`config.mk`:
```
export PLATFORM = sky130hd
export DESIGN_NAME = grid_loader_flat
export DESIGN_NICKNAME = d
export VERILOG_FILES = /design/src/rtl/grid_loader_if.sv /design/src/rtl/grid_loader.sv /design/src/flat_wrapper.sv
export SDC_FILE = /design/constraint.sdc
export NUM_CORES = 1
export LEC_CHECK = 0
export BUFFER_PORTS_ARGS = -buffer_cell sky130_fd_sc_hd__buf_2
export CAP_MARGIN = 20
export CORE_MARGIN = 2
export CORE_UTILIZATION = 54
export CTS_BUF_LIST = sky130_fd_sc_hd__clkbuf_4 sky130_fd_sc_hd__clkbuf_8
export DETAILED_ROUTE_END_ITERATION = 12
export PLACE_DENSITY_LB_ADDON = 0.3
export SETUP_SLACK_MARGIN = 0.5
export SLEW_MARGIN = 0
export SYNTH_ARGS = -nofsm -noshare
export SYNTH_HDL_FRONTEND = slang
export SYNTH_SLANG_ARGS = --single-unit
```
`constraint.sdc`:
```
create_clock -name clk -period 3.5 [get_ports clk]
set_clock_uncertainty 0.05 [all_clocks]
set_input_delay 0.35 -clock clk [delete_from_list [all_inputs] [get_ports clk]]
set_output_delay 0.35 -clock clk [all_outputs]
set_load 0.02 [all_outputs]
```
`src/rtl/grid_loader_if.sv`:
```
// Stream-in, memory write port and status bundle for grid_loader.
// No timing of its own; registers live in the loader.
// Source drives start/in_*, loader owns in_ready and every result signal.
interface grid_loader_if #(
  parameter int ADDR_W = 17
);
  logic              start;
  logic [7:0]        in_data;
  logic              in_valid;
  logic              in_last;
  logic              in_ready;
  logic [ADDR_W-1:0] write_addr;
  logic              write_val;
  logic              write_en;
  logic              done;
  logic              error;
  logic [ADDR_W:0]   grid_cols;
  logic [ADDR_W:0]   grid_rows;
  logic [ADDR_W:0]   ones_count;

  // Environment side: byte source, memory sink and solver
  modport master (
    output start, in_data, in_valid, in_last,
    input  in_ready, write_addr, write_val, write_en, done, error,
           grid_cols, grid_rows, ones_count
  );

  // Loader side
  modport slave (
    input  start, in_data, in_valid, in_last,
    output in_ready, write_addr, write_val, write_en, done, error,
           grid_cols, grid_rows, ones_count
  );
endinterface

```
`src/rtl/grid_loader.sv`:
```
// Parses an ASCII '@'/'.' grid stream into row-major 1-bit memory writes and grid stats.
// Latency: write strobe, done and error are registered, one cycle after the accepting edge.
// Backpressure: in_ready is high for the whole LOAD state, one byte per cycle, never stalls.
// Build option GRID_LOADER_CR_SKIP_EN: '\r' is skipped (CRLF input) instead of being illegal.
module grid_loader #(
  parameter int ADDR_W = 17
) (
  input  logic         clk,
  input  logic         rst_n,
  grid_loader_if.slave bus
);

  localparam logic [7:0] CH_AT  = 8'h40;
  localparam logic [7:0] CH_DOT = 8'h2E;
  localparam logic [7:0] CH_LF  = 8'h0A;
`ifdef GRID_LOADER_CR_SKIP_EN
  localparam logic [7:0] CH_CR  = 8'h0D;
`endif
  localparam logic [ADDR_W-1:0] ONE_A = ADDR_W'(1);
  localparam logic [ADDR_W:0]   ONE_C = (ADDR_W+1)'(1);

  typedef enum logic [1:0] {
    ST_IDLE,
    ST_LOAD,
    ST_DONE,
    ST_ERROR
  } state_t;

  state_t            state, state_nxt;
  logic [ADDR_W-1:0] addr, addr_nxt;
  logic              full, full_nxt;
  logic [ADDR_W:0]   col, col_nxt;
  logic [ADDR_W:0]   cols, cols_nxt;
  logic [ADDR_W:0]   rows, rows_nxt;
  logic [ADDR_W:0]   ones, ones_nxt;
  logic [ADDR_W-1:0] wr_addr_q, wr_addr_nxt;
  logic              wr_val_q, wr_val_nxt;
  logic              wr_en_q, wr_en_nxt;
  logic              is_cell;
  logic              is_nl;
  logic              is_skip;
  logic              bad;

  // Next-state and datapath: classify the byte, write cells, close lines, pick the exit state
  always_comb begin
    state_nxt   = state;
    addr_nxt    = addr;
    full_nxt    = full;
    col_nxt     = col;
    cols_nxt    = cols;
    rows_nxt    = rows;
    ones_nxt    = ones;
    wr_addr_nxt = wr_addr_q;
    wr_val_nxt  = wr_val_q;
    wr_en_nxt   = 1'b0;
    is_cell     = (bus.in_data == CH_AT) || (bus.in_data == CH_DOT);
    is_nl       = (bus.in_data == CH_LF);
`ifdef GRID_LOADER_CR_SKIP_EN
    is_skip     = (bus.in_data == CH_CR);
`else
    is_skip     = 1'b0;
`endif
    bad         = 1'b0;

    unique case (state)
      ST_LOAD: begin
        if (bus.in_valid) begin
          if (is_cell) begin
            // Once addr has wrapped, every cell slot is used: refuse rather than overwrite
            if (full) begin
              bad = 1'b1;
            end else begin
              wr_en_nxt   = 1'b1;
              wr_addr_nxt = addr;
              wr_val_nxt  = (bus.in_data == CH_AT);
              addr_nxt    = addr + ONE_A;
              if (addr == '1) full_nxt = 1'b1;
              col_nxt = col + ONE_C;
              if (bus.in_data == CH_AT) ones_nxt = ones + ONE_C;
            end
          end else if (!is_nl && !is_skip) begin
            bad = 1'b1;
          end

          // A '\n' or the final byte closes a non-empty line; the first line fixes the width
          if (!bad && (is_nl || bus.in_last) && (col_nxt != '0)) begin
            if (rows == '0) begin
              cols_nxt = col_nxt;
              rows_nxt = ONE_C;
              col_nxt  = '0;
            end else if (col_nxt == cols) begin
              rows_nxt = rows + ONE_C;
              col_nxt  = '0;
            end else begin
              bad = 1'b1;
            end
          end

          if (bad) begin
            state_nxt = ST_ERROR;
          end else if (bus.in_last) begin
            state_nxt = ST_DONE;
          end
        end
      end
      default: begin
        // IDLE, DONE and ERROR all wait for start; status is derived from state, so it clears too
        if (bus.start) begin
          addr_nxt  = '0;
          full_nxt  = 1'b0;
          col_nxt   = '0;
          cols_nxt  = '0;
          rows_nxt  = '0;
          ones_nxt  = '0;
          state_nxt = ST_LOAD;
        end
      end
    endcase
  end

  // State register
  always_ff @(posedge clk or negedge rst_n) begin
    if (!rst_n) begin
      state <= ST_IDLE;
    end else begin
      state <= state_nxt;
    end
  end

  // Address, line and count registers
  always_ff @(posedge clk or negedge rst_n) begin
    if (!rst_n) begin
      addr <= '0;
      full <= 1'b0;
      col  <= '0;
      cols <= '0;
      rows <= '0;
      ones <= '0;
    end else begin
      addr <= addr_nxt;
      full <= full_nxt;
      col  <= col_nxt;
      cols <= cols_nxt;
      rows <= rows_nxt;
      ones <= ones_nxt;
    end
  end

  // Registered memory write port; strobe lasts exactly one cycle per accepted cell
  always_ff @(posedge clk or negedge rst_n) begin
    if (!rst_n) begin
      wr_addr_q <= '0;
      wr_val_q  <= 1'b0;
      wr_en_q   <= 1'b0;
    end else begin
      wr_addr_q <= wr_addr_nxt;
      wr_val_q  <= wr_val_nxt;
      wr_en_q   <= wr_en_nxt;
    end
  end

  assign bus.in_ready   = (state == ST_LOAD);
  assign bus.done       = (state == ST_DONE);
  assign bus.error      = (state == ST_ERROR);
  assign bus.write_addr = wr_addr_q;
  assign bus.write_val  = wr_val_q;
  assign bus.write_en   = wr_en_q;
  assign bus.grid_cols  = cols;
  assign bus.grid_rows  = rows;
  assign bus.ones_count = ones;

endmodule

```
`src/flat_wrapper.sv`:
```
// flat-port wrapper written by rule: the top's interface ports become plain ports
module grid_loader_flat 
#(
  parameter int ADDR_W = 17
)
  (clk, rst_n, bus_start, bus_in_data, bus_in_valid, bus_in_last, bus_in_ready, bus_write_addr, bus_write_val, bus_write_en, bus_done, bus_error, bus_grid_cols, bus_grid_rows, bus_ones_count);
  grid_loader_if #(.ADDR_W(ADDR_W)) bus_i ();
  input  logic clk;
  input  logic rst_n;
  input wire logic [$bits(bus_i.start)-1:0] bus_start;
  input wire logic [$bits(bus_i.in_data)-1:0] bus_in_data;
  input wire logic [$bits(bus_i.in_valid)-1:0] bus_in_valid;
  input wire logic [$bits(bus_i.in_last)-1:0] bus_in_last;
  output wire logic [$bits(bus_i.in_ready)-1:0] bus_in_ready;
  output wire logic [$bits(bus_i.write_addr)-1:0] bus_write_addr;
  output wire logic [$bits(bus_i.write_val)-1:0] bus_write_val;
  output wire logic [$bits(bus_i.write_en)-1:0] bus_write_en;
  output wire logic [$bits(bus_i.done)-1:0] bus_done;
  output wire logic [$bits(bus_i.error)-1:0] bus_error;
  output wire logic [$bits(bus_i.grid_cols)-1:0] bus_grid_cols;
  output wire logic [$bits(bus_i.grid_rows)-1:0] bus_grid_rows;
  output wire logic [$bits(bus_i.ones_count)-1:0] bus_ones_count;
  assign bus_i.start = bus_start;
  assign bus_i.in_data = bus_in_data;
  assign bus_i.in_valid = bus_in_valid;
  assign bus_i.in_last = bus_in_last;
  assign bus_in_ready = bus_i.in_ready;
  assign bus_write_addr = bus_i.write_addr;
  assign bus_write_val = bus_i.write_val;
  assign bus_write_en = bus_i.write_en;
  assign bus_done = bus_i.done;
  assign bus_error = bus_i.error;
  assign bus_grid_cols = bus_i.grid_cols;
  assign bus_grid_rows = bus_i.grid_rows;
  assign bus_ones_count = bus_i.ones_count;
  grid_loader #(.ADDR_W(ADDR_W)) u_core (.clk(clk), .rst_n(rst_n), .bus(bus_i));
endmodule
```
==> run_results.csv, run 1 <==
group,metric,value,unit
drt,wl_met3,1.136,mm
global_routing,overflow,0,
pwr,powerDensity,298.4,nW/um^2
timing,setup_ws,-0.1502,ns
clock_tree,clock_latency,0.42,ns
global_routing,grt_pass1_wl,31.67,mm
clock_tree,cts.path.max_buffers,2,
cells_and_area,regArea,2778,sq um
worst_setup_path,end_kind,"flop",
die,die_y,115.0,microns
worst_setup_path,cp-start-kind,"input pin",
outcome,outcome,"finished with violations",
drt,first_iter_violations,491,
die,start_util,0.5541,
worst_setup_path,cp_num_buf_inv,2,
die,die_area,13230,sq um
synth,synthXorXnorAreaFrac,0.07107,
place,placed_cell_area,8019,sq um
clock_tree,cts_buffers,9,
worst_setup_path,slowest_delay,0.55,ns
timing,final.hold.worst_slack,0.1246,ns
cells_and_area,n_fill_cell,899,
min_path,min_path_cells,2,
drt,top_layer_used,"met4",
synth,yosys.area_share.simple,0.2704,
timing,hold_viol_final,0,
synth,synth_nets,784,
synth,synth_area_leaders,"dfrtp_1, nand2_1, o31ai_1",
worst_setup_path,arrival,3.91,ns
die,rows,40,
worst_setup_path,r2r.worst_path.cells,12,
worst_setup_path,worstPathRequired,3.76,ns
worst_setup_path,slowest_stage,"or4_4",
drt,drc,0,
synth,synth_adder_area_share,0.01128,
synth,postSynthCellCount,765,
flow_run,cap_violations,0,
timing,min_period,3.650,ns
timing,worstMarginPinSlew,0.8642,ns
timing,post-route-period-util,1.043,
drt,finalWirelength,20.28,mm
synth,synth_compound_area_frac,0.1795,
worst_setup_path,crit_type,"input pin to flop",
die,io_pins,89,
timing,clock.fmax,274.0,MHz
worst_setup_path,r2r_end,"u_core.col[0]",
synth,synth_edf_count,0,
drt,ant_nets,0,
synth,synth_warnings,0,
timing,relSlewSlack,0.4194,
global_routing,first_global_vias,6251,
synth,syn-mean-instance-area,8.700,sq um
cells_and_area,syn_to_final_growth,31.17,%
cells_and_area,multi_input_area,3924,sq um
worst_setup_path,ff2ff_setup_slack,-0.10,ns
clock_tree,root_buffer,"clkbuf_8",
clock_tree,path_clk_slew,0.12,ns
cells_and_area,drive_gt1_frac,0.3161,
place,gp_congestion,0.9688,
synth,muxShareOfSynthArea,0.008460,
pwr,leakagePower,4.197,nW
worst_setup_path,cp-startpoint,"bus_in_data[2]",
place,dp_hpwl,14.18,mm
cells_and_area,layout_common_cells,"nand2_1, buf_4, dfrtp_1",
worst_setup_path,rr_startpoint,"u_core.col[1]",
place,pre_cts_ws,-0.6908,ns
synth,ys.flop_type,"dfrtp_1",
synth,netlist_area,6655,sq um
clock_tree,htree_levels,3,
min_path,hold_class,"input pin to flop",
die,core,12010,sq um
worst_setup_path,crit_family,"simple AND/OR/NAND/NOR gates",
synth,netlist.area_leader.share,0.4174,
drt,met2_length,10.06,mm
drt,vias_per_cell,5.977,
worst_setup_path,worst-path-max-fanout,5,
min_path,hold_path.startpoint,"bus_in_last",
global_routing,antenna_found_initial,0,
timing,setup_violations,32,
timing,drv_slew,0,
synth,synth_cell_types,70,
drt,drt-pass1-iter-count,5,
outcome,violations,"negative setup slack",
synth,synth_top_family_by_area,"simple AND/OR/NAND/NOR gates",
min_path,hold_end,"u_core.state[0]",
drt,wl_met1,8.710,mm
cells_and_area,final_common_cell,"nand2_1",
cells_and_area,nets,963,
clock_tree,cts_tree,"yes",
clock_tree,numClockSinks,111,
place,portBuffers,88,
synth,async_reset_ff_frac,1.000,
synth,yosysTopAreaCell,"dfrtp_1",
cells_and_area,diodes,0,
global_routing,grt_max_degree,112,
drt,vias,6551,
drt,routedWlPerCell,18.51,microns
pwr,ir_worst_vdd,0.3762,mV
synth,synth_seq_area_share,0.4174,
cells_and_area,design_area,8730,sq um
synth,ys_ff_latch,111,
worst_setup_path,crit_chain,"buf_2 -> or4_4 -> or4_4 -> buf_6 -> a2111oi_4 -> nand3_4 -> xor2_1 -> mux2_4 -> a211oi_4 -> and4b_4 -> o21ai_2 -> a31o_1 -> mux2_4",
global_routing,track_usage,0.3082,
die,die_w,115.0,microns
timing,rsz0062_at_grt,"yes",
==> kinds of logic (layout without fill, tap and decap cells) <==
logic type,count (synthesis),after routing
AOI/OAI and AO/OA,167,167
xor gates and xnor gates,54,54
adders and majority gates,6,6
buffers and inverters,62,246
DFF,111,111
muxes,5,5
and+or+nand+nor,360,360
==> through the flow <==
stage,std cells,util,power (mW),setup TNS (ns)
5_1_grt,1096,0.7268,2.707,-6.339
4_1_cts,1084,0.7068,2.593,-3.251
3_5_place_dp,1059,0.6676,1.703,-32.95
2_1_floorplan,765,-,1.530,-9.596
3_3_place_gp,1059,0.6676,1.688,-30.37
6_report,1096,0.7268,2.605,-3.082
==> sequential cells by signal, summed over array words and instances (netlist names) <==
| register | flops |
|---|---|
| u_core.bus.write_en | 1 |
| u_core.bus.grid_cols | 18 |
| u_core.bus.write_val | 1 |
| u_core.addr | 17 |
| u_core.col | 18 |
| u_core.state | 2 |
| u_core.full | 1 |
| u_core.bus.write_addr | 17 |
| u_core.bus.ones_count | 18 |
| u_core.bus.grid_rows | 18 |
==> final cells by class <==
| type | count | area share |
|---|---|---|
| flip-flops and latches | 111 | 0.3182 |
| repair buffers | 216 | 0.1784 |
| clock inverters | 7 | 0.01261 |
| well taps | 147 | 0.02107 |
| multi-input cells | 592 | 0.4495 |
| clock buffers | 9 | 0.01419 |
| inverters | 14 | 0.006020 |
==> synthesized netlist by cell type, types with 8 or more instances <==
library cell / instances
or3_1: 21
xor2_1: 29
nand4_1: 13
and2_1: 8
nand2b_1: 10
dfrtp_1: 111
a21oi_1: 18
o21ai_0: 28
and3_1: 24
nand2_1: 133
nor4_1: 15
inv_1: 13
xnor2_1: 25
clkbuf_1: 30
o31ai_1: 34
buf_2: 10
nor3_1: 16
nand3_1: 33
a31oi_1: 21
a21o_1: 16
nor2_1: 55
==> timing repair <==
action / in CTS / in global routing
hold buffers: 1 / 0
gates cloned: 0 / 2
endpoints found under the hold margin: 66 / 0
pin swaps: 18 / 18
buffers inserted: 8 / 10
endpoints found under the setup margin: 72 / 82
resized for setup: 36 / 24
==> power breakdown <==
| part | switching (mW) | total (mW) | leakage (nW) | internal (mW) |
|---|---|---|---|---|
| registers | 0.0178 | 1.32 | 1.54 | 1.30 |
| logic | 0.265 | 0.402 | 2.54 | 0.137 |
| clock network | 0.526 | 0.886 | 0.116 | 0.360 |
==> metal layers <==
layer  GRT usage  up-vias
met5           0        -
met4      0.1165        0
met3     0.06115       28
met2      0.4973      232
met1      0.4131     3186
li1            -     3105
==> worst max-delay path by stage <==
stage,end,slack [ns],cells after the start
6_report,u_core.col[0],-0.15,13
5_1_grt,u_core.bus.grid_rows[7],-0.23,14
4_1_cts,u_core.col[0],-0.16,13
3_5_place_dp,u_core.col[13],-0.69,14
3_3_place_gp,u_core.col[3],-0.65,16
2_1_floorplan,u_core.col[17],-0.32,13
==> worst reg2reg max path, stage by stage (launching register included) <==
cell and delay [ns]:
dfrtp_1 0.37, ha_1 0.17, nand4_1 0.17, or4_4 0.56
a211oi_4 0.24, o22ai_1 0.10, or3_1 0.35, a2111oi_2 0.24
o2111ai_2 0.21, and4b_4 0.44, o21ai_2 0.08, a31o_1 0.26
mux2_4 0.26
Power figures use the tool's default switching activity.
==> run 2: changes to the inputs <==
--- a/config.mk
+++ b/config.mk
@@ -5,6 +5,7 @@
 export SDC_FILE = /design/constraint.sdc
 export NUM_CORES = 1
 export LEC_CHECK = 0
+export ABC_AREA = 1
 export BUFFER_PORTS_ARGS = -buffer_cell sky130_fd_sc_hd__buf_2
 export CAP_MARGIN = 20
 export CORE_MARGIN = 2
==> run_results.csv, run 2 <==
group,metric,value,unit
timing,tns,0,ns
flow_run,cap_violations,0,
worst_setup_path,r2r_end,"u_core.bus.grid_cols[0]",
global_routing,overflow,0,
cells_and_area,instances_no_fill,1146,
cells_and_area,nets,1013,
pwr,leakagePower,3.738,nW
die,rows,40,
synth,yosysTopAreaCell,"dfrtp_1",
synth,synth_nets,921,
worst_setup_path,end_kind,"flop",
cells_and_area,final_common_cell,"nand2_1",
place,pre_cts_ws,0.4015,ns
die,die_w,114.6,microns
clock_tree,htree_levels,3,
worst_setup_path,ff2ff_setup_slack,0.72,ns
synth,synth_seq_area_share,0.4205,
synth,netlist_area,6606,sq um
synth,synth_edf_count,0,
cells_and_area,n_fill_cell,1090,
timing,final.hold.worst_slack,0.2587,ns
global_routing,antenna_found_initial,0,
place,dp.cells,1121,
timing,setup_ws,0.7165,ns
synth,ys.flop_type,"dfrtp_1",
drt,routedWlPerCell,14.58,microns
global_routing,track_usage,0.2627,
timing,rsz0062_at_grt,"no",
worst_setup_path,arrival,3.07,ns
synth,syn-mean-instance-area,7.324,sq um
synth,synth_cell_types,45,
global_routing,grt_pass1_wl,27.40,mm
synth,postSynthCellCount,902,
drt,drt-pass1-iter-count,5,
drt,ant_nets,0,
synth,synth_warnings,0,
drt,finalWirelength,16.71,mm
min_path,hold_end,"u_core.bus.write_en",
pwr,powerDensity,379.9,nW/um^2
worst_setup_path,cp-start-kind,"flop",
cells_and_area,drive_gt1_frac,0.1862,
timing,clock.fmax,359.3,MHz
clock_tree,cts_tree,"yes",
drt,drc,0,
timing,setup_violations,0,
die,core,11960,sq um
cells_and_area,diodes,0,
pwr,ir_worst_vdd,0.3813,mV
cells_and_area,layout_common_cells,"nand2_1, dfrtp_1, inv_1",
global_routing,first_global_vias,5701,
die,die_area,13130,sq um
timing,drv_slew,0,
place,portBuffers,88,
clock_tree,cts_buffers,9,
die,die_y,114.6,microns
worst_setup_path,worstPathRequired,3.79,ns
place,dp_hpwl,11.73,mm
worst_setup_path,rr_startpoint,"u_core.col[0]",
clock_tree,path_clk_slew,0.11,ns
timing,min_period,2.784,ns
global_routing,grt_max_degree,63,
min_path,hold_class,"input pin to flop",
drt,first_iter_violations,347,
clock_tree,numClockSinks,111,
clock_tree,root_buffer,"clkbuf_8",
min_path,min_path_cells,3,
place,gp_congestion,0.9630,
synth,yosys-top-cells-count,"nand2_1, dfrtp_1, inv_1",
die,io_pins,89,
clock_tree,cts.path.max_buffers,2,
die,start_util,0.5523,
synth,ys_ff_latch,111,
synth,netlist.area_leader.share,0.4205,
synth,async_reset_ff_frac,1.000,
worst_setup_path,r2r.worst_path.cells,22,
worst_setup_path,worst-path-max-fanout,6,
timing,hold_viol_final,0,
drt,vias,6202,
clock_tree,clock_latency,0.41,ns
min_path,hold_path.startpoint,"bus_in_valid",
worst_setup_path,crit_type,"flop to flop",
timing,relSlewSlack,0.4797,
timing,post-route-period-util,0.7953,
outcome,outcome,"finished, final reports clean",
cells_and_area,syn_to_final_growth,13.48,%
synth,synth_area_leaders,"dfrtp_1, nand2_1, inv_1",
synth,synth_most_common_cell,"nand2_1",
timing,worstMarginPinSlew,0.7796,ns
drt,vias_per_cell,5.412,
-- run 2: cell count changes after synthesis, sizes merged, moves of 16 or more --
cell	before	now
inv	14	117
nor2	55	91
nand3	34	92
nand2	133	262
a21o	16	0
or3	21	0
a31oi	22	1
o31ai	34	2
xnor2	25	1
and3	24	1
o21ai	34	75
-- run 2: how the worst max path moves through the flow --
stage	startpoint	endpoint	depth (start not counted)
global placement	bus_in_data[4]	u_core.bus.grid_cols[13]	23
finish	u_core.col[0]	u_core.bus.grid_cols[0]	22
global route	u_core.full	u_core.bus.grid_cols[4]	20
floorplan	u_core.col[0]	u_core.bus.grid_cols[8]	22
CTS	u_core.col[1]	u_core.bus.grid_cols[17]	22
detailed placement	bus_in_data[4]	u_core.bus.grid_cols[17]	23
-- run 2: metrics by stage --
step / power (mW) / util / cell area [sq um]
detailed placement: 1.941 / 0.5980 / 7153
global placement: 1.932 / 0.5980 / 7153
floorplan: 1.769 / - / 6606
global route: 2.980 / 0.6268 / 7497
CTS: 2.817 / 0.6185 / 7398
finish: 2.848 / 0.6268 / 7497
-- run 2: what timing repair did --
item | 4_1_cts | 5_1_grt
pin swaps | 1 | 0
resized for setup | 0 | 12
hold buffers | 1 | 0
buffers inserted | 0 | 5
gates cloned | 1 | 2
endpoints found under the hold margin | 49 | 0
setup endpoints to repair | 12 | 35
-- run 2: layout make-up --
class | count | area [sq um] | share of cell area
clock buffer | 10 | 137.6 | 0.01836
clock inverter | 6 | 86.33 | 0.01152
inverter | 119 | 454.2 | 0.06058
multi-input combinational | 649 | 3278 | 0.4372
sequential | 111 | 2779 | 0.3707
tap | 147 | 183.9 | 0.02453
timing repair buffer | 104 | 578.1 | 0.07710
-- run 2: cells by family after synthesis --
kind of cell,share of synthesized area
AND/OR/NAND/NOR,0.3638
buffers and inverters,0.09337
AO/OA/AOI/OAI,0.09110
flip-flops,0.4205
XOR/XNOR,0.01989
adder cells (fa/ha/maj),0.01136
-- run 2: critical path, cell delays in order, from the launching register on --
cell and delay, ns:
dfrtp_1 0.41, ha_2 0.22, nand2_2 0.08, inv_2 0.07, nand3_2 0.15, nor2_4 0.13, nand2_1 0.06, nand2_1 0.08
nand2_1 0.09, nand2_1 0.07, nand2_1 0.08, a21oi_2 0.11, nand2_1 0.06, nor2_1 0.08, nand3_1 0.14, nand2_2 0.12
nand2_4 0.06, inv_4 0.08, nand2_8 0.09, nand2_8 0.14, buf_4 0.18, nand3_2 0.06, nand2_1 0.09
-- run 2: per-layer routing --
metal  wire length, microns  global-route usage  vias to the layer above  part of all wire
li1                       -                   -                     3109                 -
met1                   7665              0.3562                     2879              0.46
met2                   7716              0.4264                      183              0.46
met3                   1003             0.05664                       31             0.060
met4                    328             0.07480                        0             0.020
met5                      0                   0                        -                 0
-- run 2: report_power, final --
group | internal [mW] | switching, mW
Clock | 0.372 | 0.495
Combinational | 0.153 | 0.508
Sequential | 1.30 | 0.0196
Total | 1.83 | 1.02
==> run 3: changes to the inputs <==
--- a/config.mk
+++ b/config.mk
@@ -9,7 +9,7 @@
 export BUFFER_PORTS_ARGS = -buffer_cell sky130_fd_sc_hd__buf_2
 export CAP_MARGIN = 20
 export CORE_MARGIN = 2
-export CORE_UTILIZATION = 54
+export CORE_UTILIZATION = 60
 export CTS_BUF_LIST = sky130_fd_sc_hd__clkbuf_4 sky130_fd_sc_hd__clkbuf_8
 export DETAILED_ROUTE_END_ITERATION = 12
 export PLACE_DENSITY_LB_ADDON = 0.3
==> constraint.sdc (replaced) <==
create_clock -name clk -period 2.65 [get_ports clk]
set_clock_uncertainty 0.05 [all_clocks]
set_input_delay 0.265 -clock clk [delete_from_list [all_inputs] [get_ports clk]]
set_output_delay 0.265 -clock clk [all_outputs]
set_load 0.02 [all_outputs]
==> run_results.csv, run 3 (synthesis gave the netlist of run 2 again) <==
group,metric,value,unit
die,core,10790,sq um
cells_and_area,design_area,8640,sq um
global_routing,overflow,0,
outcome,outcome,"finished with violations",
drt,ant_nets,0,
cells_and_area,drive_gt1_frac,0.3154,
worst_setup_path,end_kind,"flop",
worst_setup_path,r2r.worst_path.cells,22,
worst_setup_path,worstPathRequired,2.94,ns
worst_setup_path,worst-path-max-fanout,6,
die,die_area,11870,sq um
drt,drc,0,
place,placed_cell_area,7348,sq um
place,portBuffers,88,
timing,post-route-period-util,1.091,
timing,relSlewSlack,0.5963,
timing,min_period,2.892,ns
min_path,hold_class,"input pin to flop",
drt,first_iter_violations,859,
pwr,power.total,4.233,mW
min_path,hold_path.startpoint,"bus_in_last",
pwr,leakagePower,4.315,nW
clock_tree,cts_buffers,9,
timing,hold_viol_final,0,
place,gp_congestion,0.9831,
timing,clock.fmax,345.7,MHz
pwr,powerDensity,489.9,nW/um^2
drt,routedWlPerCell,18.10,microns
global_routing,grt_max_degree,48,
worst_setup_path,cp-start-kind,"flop",
pwr,ir_worst_vdd,0.4026,mV
cells_and_area,final_common_cell,"nand2_1",
die,rows,38,
clock_tree,clock_latency,0.40,ns
place,dp_hpwl,12.27,mm
cells_and_area,syn_to_final_growth,30.78,%
global_routing,grt_pass1_wl,30.01,mm
global_routing,antenna_found_initial,1,
min_path,min_path_cells,5,
die,die_y,108.9,microns
clock_tree,numClockSinks,111,
worst_setup_path,ff2ff_setup_slack,-0.24,ns
clock_tree,path_clk_slew,0.12,ns
clock_tree,root_buffer,"clkbuf_8",
timing,setup_ws,-0.2423,ns
min_path,hold_end,"u_core.state[1]",
timing,rsz0062_at_grt,"yes",
clock_tree,cts_tree,"yes",
cells_and_area,nets,1073,
worst_setup_path,r2r_end,"u_core.bus.grid_cols[17]",
drt,vias,7206,
worst_setup_path,rr_startpoint,"u_core.col[1]",
global_routing,first_global_vias,6360,
global_routing,track_usage,0.3225,
die,start_util,0.6121,
worst_setup_path,crit_type,"flop to flop",
outcome,violations,"negative setup slack",
die,die_w,108.9,microns
cells_and_area,layout_common_cells,"nand2_1, dfrtp_1, inv_1",
clock_tree,htree_levels,3,
timing,setup_violations,56,
timing,drv_slew,0,
worst_setup_path,arrival,3.18,ns
timing,worstMarginPinSlew,0.6055,ns
drt,vias_per_cell,6.005,
die,io_pins,89,
flow_run,cap_violations,0,
cells_and_area,final_core_util,0.8005,
drt,drt-pass1-iter-count,7,
clock_tree,cts.path.max_buffers,2,
drt,finalWirelength,21.72,mm
==> run 3: cell type report <==
class	instances	area, sq um
Inverter	119	457.9
Timing Repair Buffer	165	1276
Antenna cell	1	2.502
Multi-Input combinational cell	648	3732
Fill cell	643	2153
Clock inverter	5	62.56
Clock buffer	11	151.4
Tap cell	140	175.2
Sequential cell	111	2781
==> run 3: through the flow <==
stage	worst slack [ns]	hold WS [ns]	TNS, ns	std cells
2_1_floorplan	0.2440	-0.08059	0	902
3_3_place_gp	0.06386	0.2604	0	1131
3_5_place_dp	-0.009582	0.2600	-0.009582	1131
4_1_cts	0.07613	0.2037	0	1167
5_1_grt	-0.4327	0.2510	-18.14	1200
6_report	-0.2423	0.2209	-6.883	1200
==> run 3: how the worst max path moves through the flow <==
stage / startpoint / end / slack, ns / depth (start not counted)
5_1_grt: u_core.col[4] / u_core.bus.grid_cols[17] / -0.43 / 22
4_1_cts: u_core.col[1] / u_core.bus.grid_cols[10] / 0.08 / 22
6_report: u_core.col[1] / u_core.bus.grid_cols[17] / -0.24 / 22
3_3_place_gp: bus_in_data[4] / u_core.bus.grid_cols[16] / 0.06 / 24
3_5_place_dp: bus_in_data[0] / u_core.bus.grid_cols[16] / -0.01 / 24
2_1_floorplan: u_core.col[0] / u_core.bus.grid_cols[8] / 0.24 / 22
==> run 3: power breakdown <==
part	switching, mW	internal, mW
Sequential	0.0271	1.72
Combinational	0.885	0.505
Clock	0.674	0.423
Total	1.59	2.65
==> run 3: metal layers <==
metal | GRT usage | routed length [microns]
met5 | 0 | 0
met4 | 0.1300 | 1141
met3 | 0.06635 | 1921
met2 | 0.5501 | 10570
met1 | 0.3993 | 8082
==> run 3: what timing repair did <==
item,4_1_cts,5_1_grt
resized for setup,38,130
pin swaps,12,42
endpoints found under the setup margin,69,73
hold endpoints to repair,45,0
buffers inserted,17,25
gates cloned,2,7
hold buffers,1,0
==> run 3: critical path, stage by stage (launching register included) <==
cell,delay [ns]
dfrtp_1,0.42
ha_2,0.24
nand2_4,0.08
nor2_4,0.10
nand2_2,0.10
nor2_4,0.14
nand3_2,0.11
nor2_1,0.17
nand2_1,0.11
nand3_1,0.09
nand2_1,0.07
inv_2,0.04
nand2_1,0.04
nor2_1,0.10
nand3_2,0.11
nand2_2,0.12
nand2_4,0.07
inv_4,0.08
nand2_8,0.08
nand2_8,0.15
clkbuf_16,0.18
nand3_1,0.10
nand2_1,0.09
